===== config.mk =====
export PLATFORM = sky130hd
export DESIGN_NAME = fht_sequencer
export DESIGN_NICKNAME = d
export VERILOG_FILES = /design/src/rtl/fht_sequencer.sv
export SDC_FILE = /design/constraint.sdc
export NUM_CORES = 1
export LEC_CHECK = 0
export ABC_AREA = 1
export ABC_CLOCK_PERIOD_IN_PS = 6200
export CORE_ASPECT_RATIO = 0.75
export CORE_MARGIN = 2
export CORE_UTILIZATION = 49
export DETAILED_ROUTE_END_ITERATION = 10
export PLACE_DENSITY = 0.81
export SYNTH_ARGS = -nofsm -noshare
export SYNTH_HDL_FRONTEND = slang
export SYNTH_SLANG_ARGS = --single-unit

===== constraint.sdc =====
create_clock -name iCLK -period 6.2 [get_ports iCLK]
set_clock_uncertainty 0.15 [all_clocks]
set_input_delay 0.93 -clock iCLK [delete_from_list [all_inputs] [get_ports iCLK]]
set_output_delay 0.93 -clock iCLK [all_outputs]
set_load 0.005 [all_outputs]

===== src/rtl/fht_sequencer.sv =====
`default_nettype none
// ============================================================================
// Module   : fht_sequencer
// Brief    : Loads one frame of ADC samples into a 4-bank FHT RAM, starts the
//            transform, and streams the result back out in natural order.
// Revision : 1.0  initial release
// ============================================================================
module fht_sequencer #(
    parameter int D_BIT     = 22,
    parameter int A_BIT     = 8,
    parameter int ADC_WIDTH = 16,
    parameter int RD_LAT    = 2
) (
    input  logic                        iCLK,
    input  logic                        iRESET,
    input  logic                        iRUN,
    input  logic signed [ADC_WIDTH-1:0] iADC_DATA,
    input  logic                        iADC_VALID,
    output logic                        oADC_READY,
    output logic [3:0]                  oFHT_WE,
    output logic [D_BIT-1:0]            oFHT_DATA,
    output logic [A_BIT-1:0]            oFHT_ADDR_WR,
    output logic                        oFHT_START,
    input  logic                        iFHT_RDY,
    output logic [A_BIT-1:0]            oFHT_ADDR_RD,
    input  logic [D_BIT-1:0]            iFHT_Q_0,
    input  logic [D_BIT-1:0]            iFHT_Q_1,
    input  logic [D_BIT-1:0]            iFHT_Q_2,
    input  logic [D_BIT-1:0]            iFHT_Q_3,
    output logic [D_BIT-1:0]            oRES_DATA,
    output logic                        oRES_VALID,
    output logic                        oBUSY,
    output logic                        oDONE,
    output logic                        oOVF
);

    localparam int c_NB  = A_BIT + 2;
    localparam int c_PAD = D_BIT - ADC_WIDTH;

    typedef enum logic [2:0] {
        S_IDLE,
        S_LOAD,
        S_START,
        S_WAIT,
        S_READ_ADDR,
        S_READ_LAT,
        S_READ_OUT,
        S_DONE
    } state_t;

    state_t             r_state;
    state_t             w_state_nxt;
    logic [c_NB-1:0]    r_n;
    logic               r_last;
    logic               r_wait;
    logic [A_BIT-1:0]   r_row;
    logic [1:0]         r_lat;
    logic [1:0]         r_word;
    logic [D_BIT-1:0]   r_buf [4];
    logic [3:0]         r_we;
    logic [D_BIT-1:0]   r_wdata;
    logic [A_BIT-1:0]   r_waddr;
    logic               r_ovf;

    logic               w_ready;
    logic               w_accept;
    logic               w_lat_last;
    logic               w_row_last;
    logic               w_active;

    // r_last holds LOAD one extra cycle so the final registered write lands
    // before the start pulse; the ready line is dropped during that cycle.
    assign w_ready    = (r_state == S_LOAD) && !r_last;
    assign w_accept   = w_ready && iADC_VALID;
    assign w_lat_last = (r_lat == 2'(RD_LAT - 1));
    assign w_row_last = &r_row;
    assign w_active   = r_state inside {S_LOAD, S_START, S_WAIT,
                                        S_READ_ADDR, S_READ_LAT, S_READ_OUT};

    always_ff @(posedge iCLK or posedge iRESET) begin
        if (iRESET) begin
            r_state <= S_IDLE;
        end else begin
            r_state <= w_state_nxt;
        end
    end

    always_comb begin
        w_state_nxt = r_state;
        case (r_state)
            S_IDLE:      if (iRUN) w_state_nxt = S_LOAD;
            S_LOAD:      if (r_last) w_state_nxt = S_START;
            S_START:     w_state_nxt = S_WAIT;
            // The ready flag may still reflect the previous transform right
            // after start, so it is only honoured from the second WAIT cycle.
            S_WAIT:      if (r_wait && iFHT_RDY) w_state_nxt = S_READ_ADDR;
            S_READ_ADDR: w_state_nxt = S_READ_LAT;
            S_READ_LAT:  if (w_lat_last) w_state_nxt = S_READ_OUT;
            S_READ_OUT: begin
                if (r_word == 2'd3) begin
                    w_state_nxt = w_row_last ? S_DONE : S_READ_ADDR;
                end
            end
            S_DONE:      w_state_nxt = S_IDLE;
            default:     w_state_nxt = S_IDLE;
        endcase
    end

    always_ff @(posedge iCLK or posedge iRESET) begin
        if (iRESET) begin
            r_n     <= '0;
            r_last  <= 1'b0;
            r_wait  <= 1'b0;
            r_row   <= '0;
            r_lat   <= '0;
            r_word  <= '0;
            r_we    <= '0;
            r_wdata <= '0;
            r_waddr <= '0;
            r_ovf   <= 1'b0;
            for (int i = 0; i < 4; i++) begin
                r_buf[i] <= '0;
            end
        end else begin
            r_we   <= '0;
            r_wait <= (r_state == S_WAIT);

            if (r_state == S_IDLE && iRUN) begin
                r_ovf <= 1'b0;
            end else if (w_active && iADC_VALID && !w_ready) begin
                r_ovf <= 1'b1;
            end

            if (w_accept) begin
                r_we    <= 4'b0001 << r_n[1:0];
                r_wdata <= {iADC_DATA, {c_PAD{1'b0}}};
                r_waddr <= r_n[c_NB-1:2];
                r_n     <= r_n + 1'b1;
                if (&r_n) begin
                    r_last <= 1'b1;
                end
            end else if (r_state == S_LOAD && r_last) begin
                r_last <= 1'b0;
            end

            if (r_state == S_READ_LAT) begin
                r_lat <= w_lat_last ? 2'd0 : r_lat + 2'd1;
                if (w_lat_last) begin
                    r_buf[0] <= iFHT_Q_0;
                    r_buf[1] <= iFHT_Q_1;
                    r_buf[2] <= iFHT_Q_2;
                    r_buf[3] <= iFHT_Q_3;
                end
            end

            // Row counter wraps to zero after the final row.
            if (r_state == S_READ_OUT) begin
                r_word <= r_word + 2'd1;
                if (r_word == 2'd3) begin
                    r_row <= r_row + 1'b1;
                end
            end
        end
    end

    for (genvar i = 0; i < A_BIT; i++) begin : g_bitrev
        assign oFHT_ADDR_RD[i] = r_row[A_BIT-1-i];
    end

    assign oADC_READY   = w_ready;
    assign oFHT_WE      = r_we;
    assign oFHT_DATA    = r_wdata;
    assign oFHT_ADDR_WR = r_waddr;
    assign oFHT_START   = (r_state == S_START);
    assign oRES_VALID   = (r_state == S_READ_OUT);
    assign oRES_DATA    = (r_state == S_READ_OUT) ? r_buf[r_word] : '0;
    assign oBUSY        = (r_state != S_IDLE);
    assign oDONE        = (r_state == S_DONE);
    assign oOVF         = r_ovf;

endmodule
`default_nettype wire


==> impl_metrics.env, run 1 <==
export IMPL_dr_first_iter_drc_count=372
export IMPL_tightestPinTransition_ns=0.854
export IMPL_worstSkewPairLatency_ns=0.41
export IMPL_synth_ff_latch_count=144
export IMPL_min_path_cells=2
export IMPL_flow_area_growth_from_synthesis_pct=33.6
export IMPL_sum_of_negative_setup_slack_ns=0
export IMPL_setup_fix_buffers_added_after_clock_tree_synthesis=0
export IMPL_area_contributors_post_synth="sky130_fd_sc_hd__dfrtp_1, sky130_fd_sc_hd__nand2_1, sky130_fd_sc_hd__o21ai_0"
export IMPL_hold_path_startpoint="oFHT_DATA[6]"
export IMPL_firstDrtPassIters=6
export IMPL_post_synth_design_cell_area_um2=6780
export IMPL_power_density_nw_per_um2=440
export IMPL_outcome="finished, final reports clean"
export IMPL_drive_above_1_share_pct=4.86
export IMPL_route_detailed_drc=0
export IMPL_die_w_um=140
export IMPL_detail_route_antenna_nets=0
export IMPL_rsz0062_at_grt="false"
export IMPL_relSlewSlack_pct=43.1
export IMPL_place_congestion=0.856
export IMPL_clkSlewWorstSetupHoldPaths_ns=0.06
export IMPL_n_fill_cell=1111
export IMPL_number_of_vias_in_the_routed_layout=5942
export IMPL_grt_max_degree=97
export IMPL_multi_input_area_um2=2530
export IMPL_placedInstanceArea_um2=8450
export IMPL_report_final_slew_viol_count=0
export IMPL_most_frequent_cells_in_the_layout="sky130_fd_sc_hd__nand2_1, sky130_fd_sc_hd__clkdlybuf4s50_1, sky130_fd_sc_hd__dfrtp_1, sky130_fd_sc_hd__o21ai_0, sky130_fd_sc_hd__inv_1"
export IMPL_category_of_the_critical_setup_timing_path="reg -> out"
export IMPL_finalSetupViolations=0
export IMPL_wl_mm=16.8
export IMPL_hold_path_endpoint="oFHT_DATA[6]"
export IMPL_timing_hold_worst_class="reg -> reg"
export IMPL_holdBufCountCts=0
export IMPL_final_period_utilization_pct=57.7
export IMPL_worstPathRequired_ns=5.12
export IMPL_clock_tree_buffer_depth=2
export IMPL_grt_pass1_wl_mm=27.8
export IMPL_finalCoreUtilization_pct=66.6
export IMPL_critPathLaunchType="register"
export IMPL_final_cell_area_um2=9060
export IMPL_synthDominantAreaCellType="sky130_fd_sc_hd__dfrtp_1"
export IMPL_cts_sink_count=144
export IMPL_netlist_instances=827
export IMPL_lkg_pwr_nw=4.12
export IMPL_vdd_drop_max_uv=240
export IMPL_routed_len_inst_um=14.4
export IMPL_ios=179
export IMPL_cp_arrival_ns=2.50
export IMPL_clock_tree_htree_level_count=4
export IMPL_chipHeight_um=106
export IMPL_period_needed_ns=3.58
export IMPL_area_sequential_um2=3600
export IMPL_register_area_share_after_synthesis_pct=53.2
export IMPL_layout_nets=1090
export IMPL_max_freq_mhz=279
export IMPL_worstReg2RegStart="r_state[2]"
export IMPL_crit_fanout=38
export IMPL_vias_cell=5.10
export IMPL_vias_in_the_first_global_route=5665
export IMPL_worstRegToRegCells=6
export IMPL_yosysWarnings=0
export IMPL_final_common_cell="sky130_fd_sc_hd__nand2_1"
export IMPL_max_cap_violations=0
export IMPL_hpwlAfterDp_mm=11.1
export IMPL_cts_resized=0
export IMPL_cts_tree="built"
export IMPL_yosysUniqueCellTypes=27
export IMPL_timing_rr_end="r_buf[82]"
export IMPL_grt_total_usage_pct=23.4
export IMPL_cts_root_buffer_cell="sky130_fd_sc_hd__clkbuf_16"
export IMPL_antenna_found_initial=1
export IMPL_synth_top_cell_area_share_pct=53.2
export IMPL_core_area_um2=13600
export IMPL_ff2ff_setup_slack_ns=3.18
export IMPL_core_rowCount=37
export IMPL_portBuffers=172
export IMPL_cts_buffers_inserted=17
export IMPL_initial_utilization_pct=49.8
export IMPL_worst_setup_path_end_kind="output pin"
export IMPL_globalRouteOverflowTotal=0
export IMPL_floorplan_die_area_um2=14800
export IMPL_hold_viol=0
export IMPL_postSynthAreaPerCell_um2=8.20
synthesized netlist by cell type:
cell                       instances
sky130_fd_sc_hd__a21oi_1          53
sky130_fd_sc_hd__buf_1             6
sky130_fd_sc_hd__buf_2            12
sky130_fd_sc_hd__buf_4             8
sky130_fd_sc_hd__buf_6            12
sky130_fd_sc_hd__clkbuf_1         16
sky130_fd_sc_hd__clkinv_1          2
sky130_fd_sc_hd__conb_1            1
sky130_fd_sc_hd__dfrtp_1         144
sky130_fd_sc_hd__ha_1              6
sky130_fd_sc_hd__inv_1            82
sky130_fd_sc_hd__inv_2             2
sky130_fd_sc_hd__nand2_1         263
sky130_fd_sc_hd__nand2_2           2
sky130_fd_sc_hd__nand3_1          19
sky130_fd_sc_hd__nand3_2           1
sky130_fd_sc_hd__nand3_4           1
sky130_fd_sc_hd__nand3b_1          1
sky130_fd_sc_hd__nand4_1           4
sky130_fd_sc_hd__nor2_1           25
sky130_fd_sc_hd__nor2_4            4
sky130_fd_sc_hd__nor3_1            3
sky130_fd_sc_hd__o211ai_1         14
sky130_fd_sc_hd__o21ai_0         102
sky130_fd_sc_hd__o21ai_1          37
sky130_fd_sc_hd__xnor2_1           3
sky130_fd_sc_hd__xor2_1            4
state kept, by name, indices dropped and copies added, names as in the netlist:
register and cells:
r_state 3, r_n 10, r_wait 1, oFHT_WE 4, r_row 8, r_word 2, r_lat 2, oFHT_ADDR_WR 8
r_buf 88, oFHT_DATA 16, oOVF 1, r_last 1
metal layers:
layer  share of wire, %  up-vias  track usage (%)
met1                 46     2801             33.8
met5                  0        -                0
li1                   -     2925                -
met3                8.7       15             5.82
met4                1.1        0             7.64
met2                 44      201             34.9
area by class of cell:
cell class / instances / area share [%]
antenna: 1 / 0.0276
clock buffer: 20 / 4.93
clock inverter: 12 / 1.74
inverter: 86 / 3.62
multi-input combinational: 548 / 28.0
sequential: 144 / 39.8
tap: 175 / 2.42
timing repair buffer: 178 / 19.5
stage by stage:
| stage | instances | hold slack [ns] | setup slack (ns) | total power (W) |
|---|---|---|---|---|
| after floorplan | 832 | 0.291 | 1.25 | 0.00245 |
| after global placement | 1131 | 0.306 | 3.13 | 0.00289 |
| after detailed placement | 1131 | 0.315 | 3.08 | 0.00295 |
| after CTS | 1163 | 0.329 | 2.63 | 0.00401 |
| after global routing | 1163 | 0.360 | 2.42 | 0.00429 |
| final | 1164 | 0.328 | 2.62 | 0.00398 |
how the worst max path moves through the flow:
stage	from	to	slack, ns	depth (start not counted)
2_1_floorplan	iRESET	oFHT_ADDR_WR[0]	1.25	1
3_3_place_gp	r_word[1]	oRES_DATA[14]	3.13	6
3_5_place_dp	r_word[1]	oRES_DATA[21]	3.08	6
4_1_cts	r_word[1]	oRES_DATA[21]	2.63	6
5_1_grt	r_word[1]	oRES_DATA[21]	2.42	6
6_report	r_word[1]	oRES_DATA[14]	2.62	6
critical path, cell delays in order (launching register included):
cell and delay (ns):
sky130_fd_sc_hd__dfrtp_1 0.32, sky130_fd_sc_hd__buf_4 0.36, sky130_fd_sc_hd__clkinv_1 0.39, sky130_fd_sc_hd__a21oi_1 0.21, sky130_fd_sc_hd__o21ai_0 0.11, sky130_fd_sc_hd__a21oi_1 0.17, sky130_fd_sc_hd__clkdlybuf4s50_1 0.53
cells by family (layout without fill, tap and decap cells):
logic type | count (synthesis) | in the layout | synth area share, %
other | 1 | 7 | 0.0553
adders and majority gates | 6 | 6 | 1.11
buffers and inverters | 140 | 296 | 9.75
xor gates and xnor gates | 7 | 7 | 0.904
DFF | 144 | 144 | 53.2
AOI/OAI and AO/OA | 206 | 206 | 15.7
and+or+nand+nor | 323 | 323 | 19.3
where the power goes:
part	internal, W	total [W]	switching [W]
combinational	0.000567	0.00141	0.000844
clock	0.000646	0.00104	0.000397
sequential	0.00133	0.00153	0.000198
No activity file was read; power rests on OpenSTA's default activity.
==> inputs of run 2 (changes only) <==
- ABC_CLOCK_PERIOD_IN_PS: 6200 -> 3540
- clock period: 6.2 -> 3.54 ns (I/O delays scaled with it)
==> run 2 against run 1 <==
Against the previous run: register-to-register slack got worse by 2.1 ns; sequential share of layout area decreased by 0.18 points; cell count increased by 0.26%; routed wire length decreased by 0.47%; critical path type unchanged.
==> impl_metrics.env, run 2 (synthesis gave the netlist of run 1 again) <==
export IMPL_antenna_found_initial=0
export IMPL_crit_top_cell="sky130_fd_sc_hd__a21oi_1"
export IMPL_grt_max_degree=74
export IMPL_power_density_nw_per_um2=756
export IMPL_dp_cells=1135
export IMPL_fin_worst_hold_slack_ns=0.334
export IMPL_vias_in_the_first_global_route=5650
export IMPL_max_freq_mhz=314
export IMPL_crit_fanout=38
export IMPL_final_critical_path_setup_slack_ns=0.360
export IMPL_floorplan_die_area_um2=14800
export IMPL_cts_sink_count=144
export IMPL_critical_path_max_stage_delay_ns=0.54
export IMPL_largest_register_ff_count=88
export IMPL_firstDrtPassIters=5
export IMPL_crit_family="buffers and inverters"
export IMPL_setup_fix_buffers_added_after_clock_tree_synthesis=0
export IMPL_cts_root_buffer_cell="sky130_fd_sc_hd__clkbuf_16"
export IMPL_rsz0062_at_grt="false"
export IMPL_grt_pass1_wl_mm=27.5
export IMPL_n_fill_cell=1110
export IMPL_cts_buffers_inserted=17
export IMPL_report_final_slew_viol_count=0
export IMPL_timing_hold_worst_class="reg -> reg"
export IMPL_routed_len_inst_um=14.3
export IMPL_dr_first_iter_drc_count=348
export IMPL_holdBufCountCts=0
export IMPL_ff2ff_setup_slack_ns=1.11
export IMPL_chipHeight_um=106
export IMPL_clock_tree_buffer_depth=2
export IMPL_worst_setup_path_end_kind="output pin"
export IMPL_worstPathRequired_ns=2.86
export IMPL_instances_no_fill=1167
export IMPL_lkg_pwr_nw=4.13
export IMPL_detail_route_antenna_nets=0
export IMPL_cts_resized=0
export IMPL_largest_register="r_buf"
export IMPL_n_antenna_cell=0
export IMPL_tightestPinTransition_ns=0.764
export IMPL_critical_path_buf_inv_count=3
export IMPL_power_w=0.00688
export IMPL_worstPathCellList="buf_4 > clkinv_1 > a21oi_1 > o21ai_0 > a21oi_1 > clkdlybuf4s50_1"
export IMPL_number_of_vias_in_the_routed_layout=5859
export IMPL_cts_tree="built"
export IMPL_max_cap_violations=0
export IMPL_portBuffers=172
export IMPL_core_rowCount=37
export IMPL_core_area_um2=13600
export IMPL_flow_area_growth_from_synthesis_pct=34.2
export IMPL_globalRouteOverflowTotal=0
export IMPL_final_common_cell="sky130_fd_sc_hd__nand2_1"
export IMPL_finalSetupViolations=0
export IMPL_route_detailed_drc=0
export IMPL_most_frequent_cells_in_the_layout="sky130_fd_sc_hd__nand2_1, sky130_fd_sc_hd__clkdlybuf4s50_1, sky130_fd_sc_hd__dfrtp_1, sky130_fd_sc_hd__o21ai_0, sky130_fd_sc_hd__inv_1"
export IMPL_hold_viol=0
export IMPL_place_congestion=0.856
export IMPL_cpMaxStageDelayCell="sky130_fd_sc_hd__clkdlybuf4s50_1"
export IMPL_hpwlAfterDp_mm=11.4
export IMPL_cp_arrival_ns=2.50
export IMPL_clkSlewWorstSetupHoldPaths_ns=0.06
export IMPL_drive_above_1_share_pct=5.44
export IMPL_ios=179
export IMPL_outcome="finished, final reports clean"
export IMPL_wl_mm=16.7
export IMPL_layout_nets=1094
export IMPL_die_w_um=140
export IMPL_category_of_the_critical_setup_timing_path="reg -> out"
export IMPL_clock_tree_htree_level_count=4
export IMPL_grt_total_usage_pct=22.9
export IMPL_period_needed_ns=3.18
export IMPL_relSlewSlack_pct=49.0
export IMPL_sum_of_negative_setup_slack_ns=0
export IMPL_vias_cell=5.02
export IMPL_initial_utilization_pct=49.8
export IMPL_worstSkewPairLatency_ns=0.41
export IMPL_critPathLaunchType="register"
export IMPL_vdd_drop_max_uv=398
export IMPL_final_period_utilization_pct=89.8
export IMPL_dp_worst_setup_slack_ns=0.834
[run 2: worst paths after layout]
kind / cells after the start / to / startpoint
min in group asynchronous: 2 / r_state[0] / iRESET
hold / removal: 2 / oFHT_DATA[19] / oFHT_DATA[19]
max in group asynchronous: 3 / r_buf[26] / iRESET
hold reg to reg: 2 / oFHT_DATA[19] / oFHT_DATA[19]
setup reg to reg: 8 / r_row[4] / r_word[0]
setup / recovery: 6 / oRES_DATA[14] / r_word[1]
[run 2: stage by stage]
step                      utilization, %  area, µm²
after floorplan                        -       6800
after global placement              62.7       8530
after detailed placement            62.7       8530
after CTS                           66.9       9100
after global routing                66.9       9100
final                               66.9       9100
[run 2: metal layers]
layer | track usage, % | vias to the layer above | share of wire (%)
met4 | 3.86 | 0 | 0.39
met5 | 0 | - | 0
met3 | 5.41 | 10 | 6.4
met2 | 34.7 | 173 | 44
li1 | - | 2927 | -
met1 | 34.4 | 2749 | 49
[run 2: final cells by class]
type	count	area, µm²	share of cell area [%]
Sequential cell	144	3600	39.6
Multi-Input combinational cell	548	2530	27.8
Timing Repair Buffer	182	1850	20.3
Clock buffer	18	439	4.83
Inverter	86	327	3.59
Tap cell	175	219	2.41
Clock inverter	14	130	1.43
[run 2: report_power, final]
group / switching, W / total [W] / leakage, nW / internal (W)
Sequential: 0.000350 / 0.00268 / 1.80 / 0.00233
Combinational: 0.00148 / 0.00249 / 2.07 / 0.00101
Clock: 0.000712 / 0.00170 / 0.266 / 0.000993
Total: 0.00254 / 0.00688 / 4.13 / 0.00434
[run 2: worst min-delay path: cells and delay by family, from the launching register on]
kind | cells | cell delay (ns)
DFF | 1 | 0.35
and+or+nand+nor | 2 | 0.10
==> inputs of run 3 (changes only) <==
- GPL_TIMING_DRIVEN: default -> 1
==> results of run 3 <==
No change in the layout: final DEF, timing and power equal those of run 2.
